[src/rtl/musa_ex_pkg.sv]
// Shared definitions for the execute-stage sequencer.
// Contents: opcode/func field values, alu_control codes, pc_select codes,
// MUL/DIV FSM state encoding and a helper that spots MUL/DIV instructions.
package musa_ex_pkg;

  localparam logic [5:0] OP_RTYPE = 6'h00;
  localparam logic [5:0] OP_J     = 6'h02;
  localparam logic [5:0] OP_JAL   = 6'h03;
  localparam logic [5:0] OP_BEQ   = 6'h04;
  localparam logic [5:0] OP_BNE   = 6'h05;
  localparam logic [5:0] OP_ADDI  = 6'h08;
  localparam logic [5:0] OP_LW    = 6'h23;
  localparam logic [5:0] OP_SW    = 6'h2B;
  localparam logic [5:0] OP_RET   = 6'h3F;

  localparam logic [5:0] FN_JR    = 6'h08;
  localparam logic [5:0] FN_MUL   = 6'h18;
  localparam logic [5:0] FN_DIV   = 6'h1A;
  localparam logic [5:0] FN_ADD   = 6'h20;
  localparam logic [5:0] FN_SUB   = 6'h22;
  localparam logic [5:0] FN_AND   = 6'h24;
  localparam logic [5:0] FN_OR    = 6'h25;
  localparam logic [5:0] FN_SLT   = 6'h2A;

  localparam logic [2:0] ALU_ADD    = 3'd0;
  localparam logic [2:0] ALU_SUB    = 3'd1;
  localparam logic [2:0] ALU_AND    = 3'd2;
  localparam logic [2:0] ALU_OR     = 3'd3;
  localparam logic [2:0] ALU_SLT    = 3'd4;
  localparam logic [2:0] ALU_PASS_B = 3'd5;

  localparam logic [2:0] PC_NEXT   = 3'd0;
  localparam logic [2:0] PC_BRANCH = 3'd1;
  localparam logic [2:0] PC_JUMP   = 3'd2;
  localparam logic [2:0] PC_REG_A  = 3'd3;
  localparam logic [2:0] PC_STACK  = 3'd4;

  typedef enum logic [1:0] {
    MD_IDLE = 2'd0,
    MD_RUN  = 2'd1,
    MD_DONE = 2'd2
  } md_state_t;

  function automatic logic is_muldiv(input logic [5:0] opcode, input logic [5:0] func);
    return (opcode == OP_RTYPE) && ((func == FN_MUL) || (func == FN_DIV));
  endfunction

endpackage

[src/rtl/ex_muldiv_iter.sv]
// Iterative unsigned MUL/DIV datapath, one iteration per step.
// Ports:
//   clock, reset      rising-edge clock, async active-high reset
//   start             latch operands and operation, clear accumulator/counter
//   step              perform one iteration (FSM is in RUN)
//   is_div            operation select at start: 0 MUL, 1 DIV
//   op_a, op_b        multiplicand/dividend, multiplier/divisor
//   result            low product or quotient (valid after MD_ITER steps)
//   last              the current step is the final iteration
module ex_muldiv_iter #(
  parameter int WIDTH   = 32,
  parameter int MD_ITER = 32
) (
  input  logic             clock,
  input  logic             reset,
  input  logic             start,
  input  logic             step,
  input  logic             is_div,
  input  logic [WIDTH-1:0] op_a,
  input  logic [WIDTH-1:0] op_b,
  output logic [WIDTH-1:0] result,
  output logic             last
);

  localparam int CNT_W = (MD_ITER > 1) ? $clog2(MD_ITER) : 1;

  logic [WIDTH-1:0] b_q;     // multiplicand (MUL) or divisor (DIV)
  logic [WIDTH-1:0] acc;     // product high half (MUL) or remainder (DIV)
  logic [WIDTH-1:0] mq;      // multiplier->product low (MUL) or dividend->quotient (DIV)
  logic [CNT_W-1:0] count;
  logic             is_div_q;

  logic [WIDTH:0]   add_sum;
  logic [WIDTH:0]   rem_sh;
  logic [WIDTH-1:0] rem_diff;
  logic             rem_ge;

  // MUL: conditional add into the high half; the carry becomes the new top bit
  // when {acc,mq} shifts right.
  assign add_sum  = {1'b0, acc} + {1'b0, (mq[0] ? b_q : '0)};
  // DIV: remainder never exceeds the divisor, so the subtraction fits in WIDTH
  // bits whenever rem_ge holds. A zero divisor always subtracts, giving all-ones.
  assign rem_sh   = {acc, mq[WIDTH-1]};
  assign rem_ge   = rem_sh >= {1'b0, b_q};
  assign rem_diff = rem_sh[WIDTH-1:0] - b_q;

  always_ff @(posedge clock or posedge reset) begin
    if (reset) begin
      b_q      <= '0;
      acc      <= '0;
      mq       <= '0;
      count    <= '0;
      is_div_q <= 1'b0;
    end else if (start) begin
      b_q      <= op_b;
      acc      <= '0;
      mq       <= op_a;
      count    <= '0;
      is_div_q <= is_div;
    end else if (step) begin
      count <= count + CNT_W'(1);
      if (is_div_q) begin
        if (rem_ge) begin
          acc <= rem_diff;
          mq  <= {mq[WIDTH-2:0], 1'b1};
        end else begin
          acc <= rem_sh[WIDTH-1:0];
          mq  <= {mq[WIDTH-2:0], 1'b0};
        end
      end else begin
        acc <= add_sum[WIDTH:1];
        mq  <= {add_sum[0], mq[WIDTH-1:1]};
      end
    end
  end

  assign result = mq;
  assign last   = (count == CNT_W'(MD_ITER - 1));

endmodule

[src/rtl/ex_sequencer.sv]
// Execute-stage control: instruction decode into EX datapath controls, branch
// resolution from EX flags, and sequencing of iterative MUL/DIV with pipeline stall.
// Ports:
//   clock, reset                     rising-edge clock, async active-high reset
//   issue_valid, opcode, func        instruction presented by ID/EX
//   flag                             EX flags {ovf,neg,zero}
//   flush                            squash EX instruction / abort MUL/DIV
//   operand_a, operand_b             MUL/DIV operands
//   alu_control, data_a_select,
//   data_b_select, pc_select         EX datapath controls
//   stall, busy                      pipeline hold / MUL/DIV engine active
//   md_valid, md_result              MUL/DIV completion pulse and result
//
// state   | meaning
// --------+---------------------------------------------------------------
// MD_IDLE | decoding issued instructions; MUL/DIV may start
// MD_RUN  | one MUL/DIV iteration per cycle, pipeline stalled
// MD_DONE | result presented with md_valid; back to IDLE next cycle
module ex_sequencer
  import musa_ex_pkg::*;
#(
  parameter int WIDTH   = 32,
  parameter int MD_ITER = 32
) (
  input  logic             clock,
  input  logic             reset,
  input  logic             issue_valid,
  input  logic [5:0]       opcode,
  input  logic [5:0]       func,
  input  logic [2:0]       flag,
  input  logic             flush,
  input  logic [WIDTH-1:0] operand_a,
  input  logic [WIDTH-1:0] operand_b,
  output logic [2:0]       alu_control,
  output logic             data_a_select,
  output logic             data_b_select,
  output logic [2:0]       pc_select,
  output logic             stall,
  output logic             busy,
  output logic             md_valid,
  output logic [WIDTH-1:0] md_result
);

  md_state_t        state_q, state_d;
  logic             decode_en;
  logic             md_start;
  logic             md_last;
  logic [WIDTH-1:0] eng_result;
  logic [WIDTH-1:0] md_result_q;
  logic             unused_flags;

  // Only the zero flag takes part in branch resolution.
  assign unused_flags = &{1'b0, flag[2:1]};

  // Outputs are forced to their reset values while reset is held.
  assign decode_en = issue_valid & ~flush & ~reset & (state_q == MD_IDLE);
  assign md_start  = decode_en & is_muldiv(opcode, func);

  always_comb begin
    alu_control   = ALU_ADD;
    data_a_select = 1'b0;
    data_b_select = 1'b0;
    pc_select     = PC_NEXT;
    if (decode_en) begin
      case (opcode)
        OP_RTYPE: begin
          case (func)
            FN_ADD:  alu_control = ALU_ADD;
            FN_SUB:  alu_control = ALU_SUB;
            FN_AND:  alu_control = ALU_AND;
            FN_OR:   alu_control = ALU_OR;
            FN_SLT:  alu_control = ALU_SLT;
            FN_JR:   pc_select   = PC_REG_A;
            default: ;
          endcase
        end
        OP_ADDI, OP_LW, OP_SW: data_b_select = 1'b1;
        OP_BEQ: begin
          alu_control = ALU_SUB;
          pc_select   = flag[0] ? PC_BRANCH : PC_NEXT;
        end
        OP_BNE: begin
          alu_control = ALU_SUB;
          pc_select   = flag[0] ? PC_NEXT : PC_BRANCH;
        end
        OP_J:   pc_select = PC_JUMP;
        OP_JAL: begin
          pc_select     = PC_JUMP;
          data_a_select = 1'b1;
        end
        OP_RET: pc_select = PC_STACK;
        default: ;
      endcase
    end
  end

  always_ff @(posedge clock or posedge reset) begin
    if (reset) state_q <= MD_IDLE;
    else       state_q <= state_d;
  end

  always_comb begin
    state_d = state_q;
    case (state_q)
      MD_IDLE: if (md_start) state_d = MD_RUN;
      MD_RUN: begin
        if (flush)        state_d = MD_IDLE;
        else if (md_last) state_d = MD_DONE;
      end
      MD_DONE: state_d = MD_IDLE;
      default: state_d = MD_IDLE;
    endcase
  end

  ex_muldiv_iter #(
    .WIDTH   (WIDTH),
    .MD_ITER (MD_ITER)
  ) u_muldiv (
    .clock  (clock),
    .reset  (reset),
    .start  (md_start),
    .step   (state_q == MD_RUN),
    .is_div (func == FN_DIV),
    .op_a   (operand_a),
    .op_b   (operand_b),
    .result (eng_result),
    .last   (md_last)
  );

  // The engine result is shown directly in DONE and captured at the end of it;
  // a flush during DONE therefore leaves the visible result untouched.
  assign md_valid  = (state_q == MD_DONE) & ~flush;
  assign md_result = md_valid ? eng_result : md_result_q;
  assign stall     = md_start | (state_q == MD_RUN);
  assign busy      = (state_q != MD_IDLE);

  always_ff @(posedge clock or posedge reset) begin
    if (reset)         md_result_q <= '0;
    else if (md_valid) md_result_q <= eng_result;
  end

endmodule

[config.mk]
export PLATFORM = sky130hd
export DESIGN_NAME = ex_sequencer
export DESIGN_NICKNAME = d
export VERILOG_FILES = /design/src/rtl/musa_ex_pkg.sv /design/src/rtl/ex_muldiv_iter.sv /design/src/rtl/ex_sequencer.sv
export SDC_FILE = /design/constraint.sdc
export NUM_CORES = 1
export LEC_CHECK = 0
export ABC_AREA = 1
export BUFFER_PORTS_ARGS = -buffer_cell sky130_fd_sc_hd__buf_2
export CAP_MARGIN = 30
export CORE_MARGIN = 2
export CORE_UTILIZATION = 55
export DETAILED_ROUTE_END_ITERATION = 16
export PLACE_DENSITY = 0.89
export SYNTH_ARGS = -nofsm -noshare
export SYNTH_HDL_FRONTEND = slang
export SYNTH_SLANG_ARGS = --single-unit
export TNS_END_PERCENT = 1
[constraint.sdc]
create_clock -name clock -period 5 [get_ports clock]
set_input_delay 0.5 -clock clock [delete_from_list [all_inputs] [get_ports clock]]
set_output_delay 0.5 -clock clock [all_outputs]
set_load 0.01 [all_outputs]
==> results of run 1 <==
==> critical path, delay by kind of cell (launching register included) <==
kind | cells | cell delay [ns]
flip-flops | 1 | 0.37
adder cells (fa/ha/maj) | 2 | 0.57
AND/OR/NAND/NOR | 11 | 1.21
AO/OA/AOI/OAI | 1 | 0.41
buffers and inverters | 4 | 0.57
==> power groups by stage <==
stage / clock, uW / sequential [uW] / combinational [uW]
5_1_grt: 1360 / 1280 / 1470
3_3_place_gp: 0 / 1280 / 1240
3_5_place_dp: 0 / 1280 / 1260
4_1_cts: 1320 / 1260 / 1280
2_1_floorplan: 0 / 1250 / 929
6_report: 1310 / 1270 / 1300
==> state kept, by name, summed over array words and instances, names as in the netlist <==
name / cells
md_result_q: 32
u_muldiv.acc: 32
u_muldiv.b_q: 32
u_muldiv.result: 32
u_muldiv.count: 5
state_q: 2
u_muldiv.is_div_q: 1
==> placed cells by master (no fill, tap or decap), drive strengths merged, types with 2 or more instances in the layout <==
cell type,n
nor3,23
nand3b,10
nand4,31
a21oi,98
nor2,147
fa,2
o211ai,4
xor2,8
buf,135
ha,66
clkinvlp,2
or2,3
and2,2
and3,4
nand2,625
o21bai,6
nor4,7
clkbuf,18
nand3,149
bufinv,2
dfrtp,136
o221ai,30
o21ai,106
a31oi,2
clkinv,7
inv,336
xnor2,4
a22o,2
==> final timing paths <==
kind                            depth (start not counted)  slack, ns                               to                           start
worst max register to register                         18       1.75     u_muldiv.acc[27]$_DFFE_PP0P_  u_muldiv.result[0]$_DFFE_PP0P_
worst min register to register                          2       0.50         md_result_q[8]$_DFF_PP0_        md_result_q[8]$_DFF_PP0_
worst max-delay path                                   18       1.75     u_muldiv.acc[27]$_DFFE_PP0P_  u_muldiv.result[0]$_DFFE_PP0P_
max in group asynchronous                               5       3.58     u_muldiv.acc[13]$_DFFE_PP0P_                           reset
worst min-delay path                                    3       0.27  u_muldiv.result[23]$_DFFE_PP0P_                   operand_a[23]
min in group asynchronous                               3       0.34        md_result_q[23]$_DFF_PP0_                           reset
==> metal layers <==
layer	up-vias	global-route usage (%)
met5	-	0
met4	0	14.0
met3	85	7.82
met2	553	55.7
met1	5623	43.1
li1	6111	-
==> cell families (layout without fill, tap and decap cells) <==
group | count (synthesis) | count (layout) | share of synthesized area [%]
AO/OA/AOI/OAI | 253 | 253 | 12.5
AND/OR/NAND/NOR | 1001 | 1001 | 36.4
multiplexers | 1 | 1 | 0.0982
XOR/XNOR | 12 | 12 | 0.916
flip-flops | 136 | 136 | 29.7
adder cells (fa/ha/maj) | 68 | 68 | 7.55
buffers and inverters | 385 | 500 | 12.9
==> per-stage QoR <==
step / cells / area, sq um / total power (uW) / setup WS (ns)
global route: 2241 / 12900 / 4110 / 1.51
CTS: 2240 / 12900 / 3860 / 1.79
floorplan: 1856 / 11500 / 2180 / 0.785
global placement: 2207 / 12300 / 2510 / 1.89
finish: 2241 / 12900 / 3880 / 1.75
detailed placement: 2208 / 12300 / 2540 / 1.81
==> area by class of cell <==
type | count | area (sq um)
fill | 1838 | 7450
multi-input combinational | 1335 | 6590
sequential | 136 | 3400
inverter | 333 | 1250
timing repair buffer | 135 | 746
clock buffer | 18 | 429
tap | 270 | 338
clock inverter | 14 | 159
==> summary.txt, run 1 <==
Yosys
  – Dominant cell type by area after synthesis: dfrtp_1
  – Top cells by count, synth: nand2_1, inv_1, nand3_1
  – Yosys top cell area share: 29.7%
  – Synth warn: 0
  – Most common cell in the synthesized netlist: nand2_1
  – Cell area after synthesis: 11500 sq um
  – Syn Nets: 2007
  – Prevailing post-synth register cell: dfrtp_1
  – Mapped Cells: 1856
  – Sequential element share of the synthesized area: 29.7%
  – EDFF count, synth: 0
  – Synth area leaders: dfrtp_1, nand2_1, inv_1
  – Syn Area/Cell: 6.18 sq um
  – Post-synth cell types: 45
  – Number of synthesized register bits: 136
  – Post-synth ARST share: 100%

Clocking
  – # hold bufs at CTS: 0
  – Clk buf depth: 2
  – Clock buffer count from CTS: 17
  – CTS tree: built
  – Clock Latency Late Sink: 0.44 ns
  – Clock sink count: 136
  – Post-CTS Resized: 0
  – H-tree Lvls: 4
  – Total setup buffers inserted after CTS: 0
  – Reg clk slew, reported paths: 0.06 ns
  – Root Driver: clkbuf_16

GRT
  – First-pass GRT wire length: 58.8 mm
  – Total grt overflow: 0
  – Initial antenna violation count: 0
  – GRT Util Overall: 33.9%
  – Largest net degree at the start of global routing: 99
  – Via count of the first global-routing pass: 11800

Timing
  – Final setup TNS: 0 ns
  – Setup violations, final: 0
  – Tcrit/Tclk final: 65.0%
  – Worst hold slack: 0.271 ns
  – Final Critical Period: 3.25 ns
  – Max transition margin: 34.3%
  – Max-slew violations: 0
  – RSZ-0062 raised after global routing: no
  – Worst-margin pin slew: 0.986 ns
  – Clk_skew: 0.0270 ns
  – Final hold viol count: 0
  – FMAX: 0.308 GHz

Floorplan
  – Core Area: 20400 sq um
  – Starting density of the core: 56.3%
  – Die Wd: 148 um
  – Rows: 52
  – Full die area: 22000 sq um
  – Boundary pin count: 126
  – Die H: 148 um

Worst setup path
  – CP max stage delay: 0.41 ns
  – Kind of critical path: flop to flop
  – Slowest cell on crit path: o21ai_0
  – WP data required: 5.31 ns
  – Critical path capture point type: flop
  – Critical Path Most Common Cell: nand2_1
  – CP Launch Type: flop
  – Cell Chain, Critical Path: buf_4 > nand2_1 > inv_1 > ha_1 > inv_1 > fa_1 > inv_1 > nand2_1 > o21ai_0 > nand2_1 > nand2_1 > nand2_1 > nand2_1 > nand3_1 > nand3_1 > nand3_1 > nand3_1 > nand2_1
  – Worst Path Arrival: 3.56 ns
  – CP Max Fanout: 32

Power
  – Clk pwr share: 33.7%
  – Worst vdd ir: 0.225 mV
  – Internal power: 2370 uW
  – Power Density: 300 nW/um^2
  – Sequential power share: 32.7%
  – P_leak: 0.00733 uW
  – Comb pwr share: 33.6%
  – Sw Share: 38.9%
  – Switching Power: 1510 uW

Place
  – Number of buffers added on ports: 123
  – Detailed Place HPWL: 27.9 mm
  – GP Congestion: 1.00

Routing
  – Total Wirelength: 36.8 mm
  – Vias: 12400
  – DRC errors left: 0
  – Post-route antenna net violation count: 0
  – DRT Pass-1 Iters: 8
  – Starting DRT DRC Count: 1174
  – Met2 Routed Length: 17.0 mm
  – Routed WL per cell: 16.4 um
  – Avg Vias per Cell: 5.52
  – WL met3: 3.06 mm
  – WL met1: 15.4 mm
  – Top Layer Used: met4

Cells and area
  – Proportion of layout cells with a drive suffix above 1: 9.79%
  – Final net count: 2109
  – Ant. Diodes: 0
  – Util after Layout: 63.4%
  – Area Growth Syn to Fin: 12.6%

Status
  – Outcome: finished clean

Flow run
  – # Max-Cap Violations: 0

Min path
  – Worst Hold Class: input port to flop
(Power assumes the default switching activity.)
==> run 2: changes to the inputs <==
Settings changed: CORE_UTILIZATION 55 to 60, PLACE_DENSITY 0.89 to 0.91.
Clock period 5 ns to 3.2 ns, I/O delays scaled along.
==> summary.txt, run 2 (synthesis gave the netlist of run 1 again) <==
Status
  – Outcome: finished clean

Cells and area
  – Ant. Diodes: 0 (unchanged)
  – Area Growth Syn to Fin: 12.8%
  – Proportion of layout cells with a drive suffix above 1: 10.2% (+0.37 points)
  – Leading cell type in the layout, fill and taps excluded: nand2_1
  – Final net count: 2117 (+0.38%)
  – Fill count: 1595 (-13%)
  – Most frequent cells in the layout: nand2_1, inv_1, nand3_1, nor2_1, dfrtp_1

Clocking
  – Clk buf depth: 2 (unchanged)
  – H-tree Lvls: 4 (unchanged)
  – Reg clk slew, reported paths: 0.06 ns (about the same)
  – CTS tree: built
  – Total setup buffers inserted after CTS: 0 (unchanged)
  – Clock buffer count from CTS: 17 (unchanged)
  – Root Driver: clkbuf_16
  – Clock Latency Late Sink: 0.43 ns (about the same)
  – Clock sink count: 136 (unchanged)

Timing
  – Max-slew violations: 0 (unchanged)
  – RSZ-0062 raised after global routing: no
  – Final setup margin: 0.284 ns (-1.47 ns)
  – Tcrit/Tclk final: 91.1% (+26 points)
  – Clk_skew: 0.00898 ns (-0.0180 ns)
  – Setup violations, final: 0 (unchanged)
  – Worst hold slack: 0.0985 ns (-0.172 ns)
  – Max transition margin: 32.0% (-2.3 points)
  – FMAX: 0.343 GHz (+11%)
  – Final hold viol count: 0 (unchanged)
  – Final Critical Period: 2.92 ns (-0.332 ns)
  – Worst-margin pin slew: 1.02 ns (+0.0344 ns)

Worst setup path
  – Slowest cell on crit path: dfrtp_1
  – WP data required: 3.52 ns (-1.79 ns)
  – Reg2reg start: u_muldiv.result[0]$_DFFE_PP0P_
  – Worst Path Arrival: 3.23 ns (-0.33 ns)
  – Worst R2R Setup Slack: 0.28 ns (-1.47 ns)
  – CP Max Fanout: 11 (-66%)
  – Critical Path Start: u_muldiv.result[0]$_DFFE_PP0P_
  – Kind of critical path: flop to flop
  – Critical Path Most Common Cell: nand2_1
  – CP Launch Type: flop
  – CP max stage delay: 0.53 ns (+0.12 ns)
  – Critical path capture point type: flop
  – Cell Chain, Critical Path: nand2_1 > inv_1 > ha_1 > inv_1 > fa_1 > inv_1 > nand2_1 > o21ai_1 > nand2_1 > nand2_1 > nand2_1 > nand2_1 > nand3_1 > nand3_1 > nand3_1 > nand3_1 > nand2_1

Power
  – Power Density: 467 nW/um^2 (+55%)
  – P_leak: 0.00736 uW (+0.40%)
  – Worst vdd ir: 0.515 mV (+130%)

GRT
  – Via count of the first global-routing pass: 11900 (+0.75%)
  – GRT Util Overall: 36.4% (+2.5 points)
  – Initial antenna violation count: 0 (unchanged)
  – Total grt overflow: 0 (unchanged)
  – First-pass GRT wire length: 58.0 mm (-1.2%)
  – Largest net degree at the start of global routing: 99 (unchanged)

Place
  – Dpl ws: 0.275 ns (-1.53 ns)
  – Detailed Place HPWL: 27.4 mm (-1.6%)
  – Number of buffers added on ports: 123 (unchanged)
  – GP Congestion: 0.963 (-4.1%)

Routing
  – Post-route antenna net violation count: 0 (unchanged)
  – DRT Pass-1 Iters: 6 (-2)
  – Total Wirelength: 36.7 mm (-0.47%)
  – DRC errors left: 0 (unchanged)
  – Starting DRT DRC Count: 1277 (+8.8%)
  – Routed WL per cell: 16.6 um (+0.88%)
  – Avg Vias per Cell: 5.75 (+4.2%)
  – Vias: 12700 (+2.8%)

Floorplan
  – Die H: 142 um (-4.1%)
  – Core Area: 18700 sq um (-8.1%)
  – Starting density of the core: 61.3% (+5.0 points)
  – Boundary pin count: 126 (unchanged)
  – Rows: 50 (-3.8%)
  – Full die area: 20200 sq um (-8.1%)
  – Die Wd: 142 um (-4.1%)

Min path
  – Worst Hold Class: input port to flop
  – Hold_sp: operand_a[18]

Flow run
  – # Max-Cap Violations: 0 (unchanged)
run 2: changes by cell type in the layout (fill, tap and decap cells not counted), sizes merged:
cell,previous run,this run
buf,135,142
inv,336,329
clkinv,7,9
clkinvlp,2,4
clkbuf,18,19
dlygate4sd3,0,1
run 2: path summary, 6_finish.rpt:
check                                             endpoint  cells after the start
setup / recovery              u_muldiv.acc[27]$_DFFE_PP0P_                     17
hold / removal             u_muldiv.result[18]$_DFFE_PP0P_                      3
setup reg to reg              u_muldiv.acc[27]$_DFFE_PP0P_                     17
hold reg to reg                  md_result_q[20]$_DFF_PP0_                      2
max in group asynchronous     u_muldiv.acc[22]$_DFFE_PP0P_                      4
min in group asynchronous      u_muldiv.b_q[0]$_DFFE_PP0P_                      4
run 2: area by class of cell:
class | count | area, sq um | share of cell area (%)
Clock buffer | 19 | 453 | 3.50
Inverter | 333 | 1250 | 9.70
Timing Repair Buffer | 143 | 808 | 6.25
Tap cell | 234 | 293 | 2.26
Multi-Input combinational cell | 1335 | 6590 | 51.0
Clock inverter | 11 | 124 | 0.958
Sequential cell | 136 | 3400 | 26.3
run 2: worst max-delay path, delay by kind of cell, from the launching register on:
family	cells	cell delay, ns
and+or+nand+nor	11	1.16
adders and majority gates	2	0.57
DFF	1	0.53
AOI/OAI and AO/OA	1	0.29
buffers and inverters	3	0.25
run 2: stage by stage:
step	power, uW	util, %	area, sq um	setup TNS, ns	cells
6_report	6030	69.1	12900	0	2211
3_3_place_gp	3920	65.7	12300	0	2178
4_1_cts	5960	68.8	12900	0	2208
2_1_floorplan	3410	-	11500	-50.94	1856
5_1_grt	6360	69.1	12900	0	2211
3_5_place_dp	3970	65.7	12300	0	2178
run 2: routing by layer:
layer / up-vias / share of wire [%] / global-route usage, % / wire length, um
met5: - / 0 / 0 / 0
met4: 0 / 4.2 / 16.2 / 1520
met3: 122 / 10 / 6.29 / 3660
met2: 755 / 46 / 58.5 / 16700
met1: 5720 / 40 / 48.4 / 14700
li1: 6125 / - / - / -
run 2: report_power, final:
group,total (uW),switching (uW),leakage [uW],internal [uW]
logic,2050,1360,0.00563,690
registers,1990,130,0.00144,1860
clock network,2000,817,0.000277,1180
total,6030,2310,0.00736,3730
run 2: repair_timing:
action,4_1_cts,5_1_grt
hold buffers,0,1
endpoints found under the setup margin,0,4
hold endpoints to repair,0,4
resized for setup,0,1
